===== src/rtl/uart_pkg.sv =====
// -----------------------------------------------------------------------------
// uart_pkg
// Shared definitions for the UART transceiver:
//   tx_state_t  - transmit FSM states
//   rx_state_t  - receive FSM states
//   calc_cycle  - clocks per bit from clock frequency (MHz) and baud rate
// -----------------------------------------------------------------------------
`timescale 1ns/1ps
package uart_pkg;

    typedef enum logic [1:0] {
        TX_IDLE,
        TX_START,
        TX_DATA,
        TX_STOP
    } tx_state_t;

    typedef enum logic [2:0] {
        RX_IDLE,
        RX_START,
        RX_DATA,
        RX_STOP,
        RX_HOLD
    } rx_state_t;

    // Clocks per bit, integer truncation (868 at 100 MHz / 115200 baud).
    function automatic int unsigned calc_cycle(input int unsigned clk_fre,
                                               input int unsigned baud_rate);
        return (clk_fre * 32'd1000000) / baud_rate;
    endfunction

endpackage


===== src/rtl/uart_rx_path.sv =====
// -----------------------------------------------------------------------------
// uart_rx_path
// 8N1 deserialiser with a valid/ready byte output.
//   clk, rst_n     - system clock, async active-low reset
//   rx_pin         - serial line, asynchronous to clk
//   rx_data        - received byte, stable while rx_data_valid
//   rx_data_valid  - a new byte is held
//   rx_data_ready  - consumer accepts on valid&&ready
// -----------------------------------------------------------------------------
`timescale 1ns/1ps
module uart_rx_path
    import uart_pkg::*;
#(
    parameter int unsigned CLK_FRE   = 100,
    parameter int unsigned BAUD_RATE = 115200
) (
    input  logic       clk,
    input  logic       rst_n,
    input  logic       rx_pin,
    output logic [7:0] rx_data,
    output logic       rx_data_valid,
    input  logic       rx_data_ready
);

    localparam int unsigned CYCLE = calc_cycle(CLK_FRE, BAUD_RATE);
    localparam int unsigned HALF  = CYCLE / 2;
    localparam int          CW    = (CYCLE > 1) ? $clog2(CYCLE) : 1;

    rx_state_t     state;
    logic [CW-1:0] cnt;
    logic [2:0]    bit_idx;
    logic [7:0]    shreg;
    logic          rx_meta;
    logic          rx_sync;
    logic          rx_prev;
    logic          fall;

    // Two-flop synchroniser plus one delay stage for edge detection. Reset
    // to the idle-high line level so reset release never looks like a start.
    always_ff @(posedge clk or negedge rst_n) begin
        if (!rst_n) begin
            rx_meta <= 1'b1;
            rx_sync <= 1'b1;
            rx_prev <= 1'b1;
        end else begin
            rx_meta <= rx_pin;
            rx_sync <= rx_meta;
            rx_prev <= rx_sync;
        end
    end

    assign fall = rx_prev && !rx_sync;

    always_ff @(posedge clk or negedge rst_n) begin
        if (!rst_n) begin
            state         <= RX_IDLE;
            cnt           <= '0;
            bit_idx       <= '0;
            shreg         <= '0;
            rx_data       <= '0;
            rx_data_valid <= 1'b0;
        end else begin
            case (state)
                RX_IDLE: begin
                    cnt     <= '0;
                    bit_idx <= '0;
                    if (fall) state <= RX_START;
                end
                RX_START: begin
                    // Half-bit check rejects glitches and aligns later
                    // samples to bit centres.
                    if (cnt == CW'(HALF - 1)) begin
                        cnt   <= '0;
                        state <= rx_sync ? RX_IDLE : RX_DATA;
                    end else begin
                        cnt <= cnt + CW'(1);
                    end
                end
                RX_DATA: begin
                    if (cnt == CW'(CYCLE - 1)) begin
                        cnt   <= '0;
                        shreg <= {rx_sync, shreg[7:1]};
                        if (bit_idx == 3'd7) state <= RX_STOP;
                        else                 bit_idx <= bit_idx + 3'd1;
                    end else begin
                        cnt <= cnt + CW'(1);
                    end
                end
                RX_STOP: begin
                    if (cnt == CW'(CYCLE - 1)) begin
                        cnt <= '0;
                        if (rx_sync) begin
                            rx_data       <= shreg;
                            rx_data_valid <= 1'b1;
                            state         <= RX_HOLD;
                        end else begin
                            // Framing error: discard the byte silently.
                            state <= RX_IDLE;
                        end
                    end else begin
                        cnt <= cnt + CW'(1);
                    end
                end
                RX_HOLD: begin
                    // Line activity is ignored here; frames arriving now drop.
                    if (rx_data_ready) begin
                        rx_data_valid <= 1'b0;
                        state         <= RX_IDLE;
                    end
                end
                default: state <= RX_IDLE;
            endcase
        end
    end

endmodule


===== src/rtl/uart_tx_path.sv =====
// -----------------------------------------------------------------------------
// uart_tx_path
// 8N1 serialiser with a valid/ready byte input.
//   clk, rst_n     - system clock, async active-low reset
//   tx_data        - byte to send, captured on valid&&ready
//   tx_data_valid  - tx_data is valid
//   tx_data_ready  - registered; high while idle
//   tx_pin         - serial line, idle high
// -----------------------------------------------------------------------------
`timescale 1ns/1ps
module uart_tx_path
    import uart_pkg::*;
#(
    parameter int unsigned CLK_FRE   = 100,
    parameter int unsigned BAUD_RATE = 115200
) (
    input  logic       clk,
    input  logic       rst_n,
    input  logic [7:0] tx_data,
    input  logic       tx_data_valid,
    output logic       tx_data_ready,
    output logic       tx_pin
);

    localparam int unsigned CYCLE = calc_cycle(CLK_FRE, BAUD_RATE);
    localparam int          CW    = (CYCLE > 1) ? $clog2(CYCLE) : 1;

    tx_state_t   state;
    logic [CW-1:0] cnt;
    logic [2:0]  bit_idx;
    logic [7:0]  shreg;
    logic        bit_done;

    assign bit_done = (cnt == CW'(CYCLE - 1));

    // NOTE: sequential state uses non-blocking (<=) so every register samples
    // the pre-edge value of its neighbours, independent of statement order.
    always_ff @(posedge clk or negedge rst_n) begin
        if (!rst_n) begin
            state         <= TX_IDLE;
            cnt           <= '0;
            bit_idx       <= '0;
            shreg         <= '0;
            tx_pin        <= 1'b1;
            tx_data_ready <= 1'b0;
        end else begin
            case (state)
                TX_IDLE: begin
                    tx_pin <= 1'b1;
                    cnt    <= '0;
                    if (tx_data_valid && tx_data_ready) begin
                        // Byte is latched here, so later tx_data changes do
                        // not disturb the frame in flight.
                        shreg         <= tx_data;
                        tx_data_ready <= 1'b0;
                        tx_pin        <= 1'b0;
                        state         <= TX_START;
                    end else begin
                        tx_data_ready <= 1'b1;
                    end
                end
                TX_START: begin
                    if (bit_done) begin
                        cnt     <= '0;
                        bit_idx <= '0;
                        tx_pin  <= shreg[0];
                        state   <= TX_DATA;
                    end else begin
                        cnt <= cnt + CW'(1);
                    end
                end
                TX_DATA: begin
                    if (bit_done) begin
                        cnt   <= '0;
                        // Shift so the next bit to send is always in shreg[1].
                        shreg <= {1'b0, shreg[7:1]};
                        if (bit_idx == 3'd7) begin
                            tx_pin <= 1'b1;
                            state  <= TX_STOP;
                        end else begin
                            bit_idx <= bit_idx + 3'd1;
                            tx_pin  <= shreg[1];
                        end
                    end else begin
                        cnt <= cnt + CW'(1);
                    end
                end
                TX_STOP: begin
                    if (bit_done) begin
                        cnt           <= '0;
                        tx_data_ready <= 1'b1;
                        state         <= TX_IDLE;
                    end else begin
                        cnt <= cnt + CW'(1);
                    end
                end
                default: state <= TX_IDLE;
            endcase
        end
    end

endmodule


===== src/rtl/uart_transceiver.sv =====
// -----------------------------------------------------------------------------
// uart_transceiver
// Full-duplex 8N1 UART; independent TX and RX paths, shared clock and reset.
//   clk, rst_n                            - system clock, async active-low reset
//   tx_data, tx_data_valid, tx_data_ready - transmit byte stream
//   tx_pin                                - serial output, idle high
//   rx_data, rx_data_valid, rx_data_ready - receive byte stream
//   rx_pin                                - serial input, asynchronous
// -----------------------------------------------------------------------------
`timescale 1ns/1ps
module uart_transceiver
    import uart_pkg::*;
#(
    parameter int unsigned CLK_FRE   = 100,
    parameter int unsigned BAUD_RATE = 115200
) (
    input  logic       clk,
    input  logic       rst_n,
    input  logic [7:0] tx_data,
    input  logic       tx_data_valid,
    output logic       tx_data_ready,
    output logic       tx_pin,
    output logic [7:0] rx_data,
    output logic       rx_data_valid,
    input  logic       rx_data_ready,
    input  logic       rx_pin
);

    uart_tx_path #(
        .CLK_FRE   (CLK_FRE),
        .BAUD_RATE (BAUD_RATE)
    ) u_tx (
        .clk           (clk),
        .rst_n         (rst_n),
        .tx_data       (tx_data),
        .tx_data_valid (tx_data_valid),
        .tx_data_ready (tx_data_ready),
        .tx_pin        (tx_pin)
    );

    uart_rx_path #(
        .CLK_FRE   (CLK_FRE),
        .BAUD_RATE (BAUD_RATE)
    ) u_rx (
        .clk           (clk),
        .rst_n         (rst_n),
        .rx_pin        (rx_pin),
        .rx_data       (rx_data),
        .rx_data_valid (rx_data_valid),
        .rx_data_ready (rx_data_ready)
    );

endmodule


===== config.mk =====
export PLATFORM = sky130hd
export DESIGN_NAME = uart_transceiver
export DESIGN_NICKNAME = d
export VERILOG_FILES = /design/src/rtl/uart_pkg.sv /design/src/rtl/uart_rx_path.sv /design/src/rtl/uart_tx_path.sv /design/src/rtl/uart_transceiver.sv
export SDC_FILE = /design/constraint.sdc
export NUM_CORES = 1
export LEC_CHECK = 0
export BUFFER_PORTS_ARGS = -buffer_cell sky130_fd_sc_hd__buf_4
export CAP_MARGIN = 20
export CORE_MARGIN = 8
export CORE_UTILIZATION = 65
export CTS_BUF_LIST = sky130_fd_sc_hd__clkbuf_4 sky130_fd_sc_hd__clkbuf_8
export DETAILED_ROUTE_END_ITERATION = 12
export GPL_TIMING_DRIVEN = 0
export PLACE_DENSITY = 0.93
export REMOVE_ABC_BUFFERS = 1
export SYNTH_ARGS = -nofsm -noshare
export SYNTH_HDL_FRONTEND = slang
export SYNTH_SLANG_ARGS = --single-unit

===== constraint.sdc =====
create_clock -name clk -period 4.65 [get_ports clk]
set_clock_uncertainty 0.2 [all_clocks]
set_input_delay 0.465 -clock clk [delete_from_list [all_inputs] [get_ports clk]]
set_output_delay 0.465 -clock clk [all_outputs]
set_load 0.03 [all_outputs]

==> flow_summary.toml <==
[setup_path]
reg2reg_start = "u_tx.state[0]$_DFFE_PN0P_"
rrSetupSlack_ps = 2140
crit_path_max_incr_delay_ps = 440
cp_num_buf_inv = 1
worst_r2r_endpoint = "u_tx.state[1]$_DFFE_PN0P_"
kind_of_critical_path = "reg2reg"
worst-r2r-cell-count = 5
worst-endpoint-arrival_ps = 2530
launching_element_type_of_the_critical_path = "flip-flop"
required_ps = 4670
sequence_of_cells_on_the_critical_path = "inv_1 -> ha_1 -> or3_1 -> a221oi_1 -> mux2_2"
endpoint_type_of_the_worst_setup_path = "flip-flop"
worstPathMaxFanout = 19
cpMaxStageDelayCell = "ha_1"
timing.critical_path.max_delay_family = "adder cells"

[clock_tree]
cts_inserted_buffers = 9
clkSinkCount = 61
cts_tree = "yes"
cts-resized-gates = 0
ctsHtreeMaxLevel = 3
clk_pin_slew_worst_paths_ps = 70
cts_setup_buffers = 0
clock_latency_ps = 330
ctsRootBufferMaster = "clkbuf_8"
clock_tree.buffer_depth = 2
holdBufCountCts = 0

[finish]
diodes = 0
num-nets-final = 324
layout-area-overhead-vs-synth_pct = 11.0
fillCellCount = 313
multi_input_area_um2 = 1530
layout-drive-gt1-share = 0.296
register_area_um2 = 1530
final_cell_count_no_fill = 371

[sta]
finalHoldViolCount = 25
timing.final.crit_period_ps = 2510
slew_violations = 0
grt_setup_unrepaired = "no"
share_of_the_clock_period_used_by_the_worst_path = 0.540
hold-worst-slack_ps = -18.6
setup-tns-final_ps = 0
achievable-frequency_mhz = 399
max_slew.worst_pin.slew_ps = 723
slew-limit-headroom = 0.518
setup_viol_count_final = 0

[place]
gp_weighted_congestion = 0.861
placed_cells = 355
io_buffers = 23
dp_hpwl_um = 4030

[detailed_routing]
route.detailed.drc = 0
dr.pass1.iters = 4
avgRoutedWirePerCell_um = 15.4
first_iter_violations = 119
detailroute.via_count = 2186
ant_nets = 0
drt-vias-per-instance = 5.89
wirelength_um = 5720

[synthesis]
synth-compound-area-share = 0.104
post_synth_inst_count = 277
yosys_most_used_dff = "dfrtp_1"
yosys.area_share.xor_xnor = 0.0220
synth_cell_types = 56
synthAdderAreaFrac = 0.0471
synth_warn = 0
async_sr_flop_fraction = 1.00
post_syn_area_per_cell_um2 = 11.5
synth.area.mux_share = 0.140
sequential_element_share_of_the_synthesized_area = 0.480
synth_edf_count = 0
synth_simple_gate_area_share = 0.166
synth.cell_area_um2 = 3190
synth_top_family_by_area = "simple AND/OR/NAND/NOR gates"
total_of_flip_flops_plus_latches_after_synthesis = 61

[status]
outcome = "finished, violations left"
failed_checks = "negative hold slack"

[global_route]
grt_max_degree = 62
global_route.usage.total = 0.173
grt_overflow = 0
grt_pass1_wl_um = 10200
grt_antenna_before_repair = 0
grt_pass1_vias = 2252

[flow_run]
count_of_maximum_capacitance_violations = 0

[power]
power.density_nw_per_um2 = 470
power_leakage_uw = 0.00164
peakVddDrop_mv = 0.424

[floorplan]
die_wd_um = 86.1
core_um2 = 4720
io_pins = 24
num_rows = 25
die-height_um = 86.1
design.die.area_um2 = 7410
start_util = 0.675

[min_path]
holdCritPathClass = "in2async"
-- cells in the mapped netlist (2+ instances only) --
cell type / instances / area share
buf_2: 3 / 0.0047
a31oi_1: 2 / 0.0039
ha_1: 12 / 0.047
nor2b_1: 2 / 0.0039
or2_2: 2 / 0.0039
nand4_1: 7 / 0.014
nor2_1: 21 / 0.025
a211o_1: 2 / 0.0055
and4_1: 3 / 0.0082
mux2_4: 15 / 0.071
nor3_1: 4 / 0.0063
nand3_1: 12 / 0.019
o31ai_1: 2 / 0.0047
inv_1: 13 / 0.015
xnor2_1: 6 / 0.016
o21ai_0: 12 / 0.019
o311ai_2: 4 / 0.020
or3_1: 2 / 0.0039
nand2b_1: 3 / 0.0059
clkbuf_1: 3 / 0.0035
and3_1: 4 / 0.0078
nand2_1: 22 / 0.026
xor2_1: 2 / 0.0055
mux2i_1: 2 / 0.0063
a22o_1: 3 / 0.0082
a21oi_1: 6 / 0.0094
and2_1: 2 / 0.0039
buf_4: 2 / 0.0047
mux2_2: 18 / 0.064
dfrtp_1: 57 / 0.45
dfstp_2: 4 / 0.033
-- registers in the layout, summed over array words and instances, names as in the netlist, 2 cells and up --
signal / count
u_tx.shreg: 8
u_rx.cnt: 10
u_rx.bit_idx: 3
u_rx.state: 3
u_tx.state: 2
u_rx.shreg: 8
u_tx.cnt: 10
u_rx.rx_data: 8
u_tx.bit_idx: 3
-- final cells by class --
cell class,count,share of cell area
Sequential cell,61,0.432
Clock buffer,9,0.0350
Timing Repair Buffer,23,0.0487
Inverter,13,0.0138
Multi-Input combinational cell,191,0.432
Clock inverter,7,0.0148
Tap cell,67,0.0237
-- placed cells by master, fill, tap and decap left out, types with 6 or more instances in the layout --
cell type | netlist | final
a21oi_1 | 6 | 6
mux2_4 | 15 | 15
o21ai_0 | 12 | 12
nand2_1 | 22 | 22
dfrtp_1 | 57 | 57
ha_1 | 12 | 12
xnor2_1 | 6 | 6
buf_4 | 2 | 23
mux2_2 | 18 | 18
nand3_1 | 12 | 12
clkbuf_8 | 0 | 9
nand4_1 | 7 | 7
inv_1 | 13 | 13
nor2_1 | 21 | 21
-- routing by layer --
metal  share of wire  vias up  global-route usage
li1                -     1045                   -
met1            0.44     1084               0.200
met2            0.50       47               0.288
met3           0.042       10              0.0525
met4           0.017        0              0.0732
met5               0        -                   0
-- power breakdown --
part,internal [uW],switching [uW]
Clock,194,212
Sequential,623,79.2
Combinational,282,275
-- metrics by stage --
step | cell area [um^2] | utilization | hold WS [ps] | power [uW] | setup slack, ps
2_1_floorplan | 3110 | - | -30.6 | 1140 | 2410
3_3_place_gp | 3370 | 0.713 | 146 | 1240 | 2240
3_5_place_dp | 3370 | 0.713 | 147 | 1270 | 2170
4_1_cts | 3540 | 0.750 | 1.69 | 1680 | 2140
5_1_grt | 3540 | 0.750 | 18.5 | 1770 | 2010
6_report | 3540 | 0.750 | -18.6 | 1660 | 2140
-- how the worst max path moves through the flow --
| stage | to | start | cells after the start |
|---|---|---|---|
| after floorplan | u_tx.state[1]$_DFFE_PN0P_ | u_tx.state[0]$_DFFE_PN0P_ | 5 |
| after global placement | u_tx.shreg[4]$_DFFE_PN0P_ | u_tx.cnt[0]$_DFF_PN0_ | 5 |
| after detailed placement | u_tx.state[1]$_DFFE_PN0P_ | u_tx.state[0]$_DFFE_PN0P_ | 5 |
| after CTS | u_tx.state[1]$_DFFE_PN0P_ | u_tx.state[0]$_DFFE_PN0P_ | 5 |
| after global routing | u_tx.shreg[0]$_DFFE_PN0P_ | u_tx.cnt[0]$_DFF_PN0_ | 5 |
| final | u_tx.state[1]$_DFFE_PN0P_ | u_tx.state[0]$_DFFE_PN0P_ | 5 |
-- kinds of logic (layout without fill, tap and decap cells) --
family | count (synthesis) | count (layout)
fa+ha+maj | 12 | 12
buf+inv | 25 | 52
simple gates | 95 | 95
mux | 35 | 35
compound gates | 41 | 41
flops | 61 | 61
xor+xnor | 8 | 8
(Power assumes the default switching activity.)
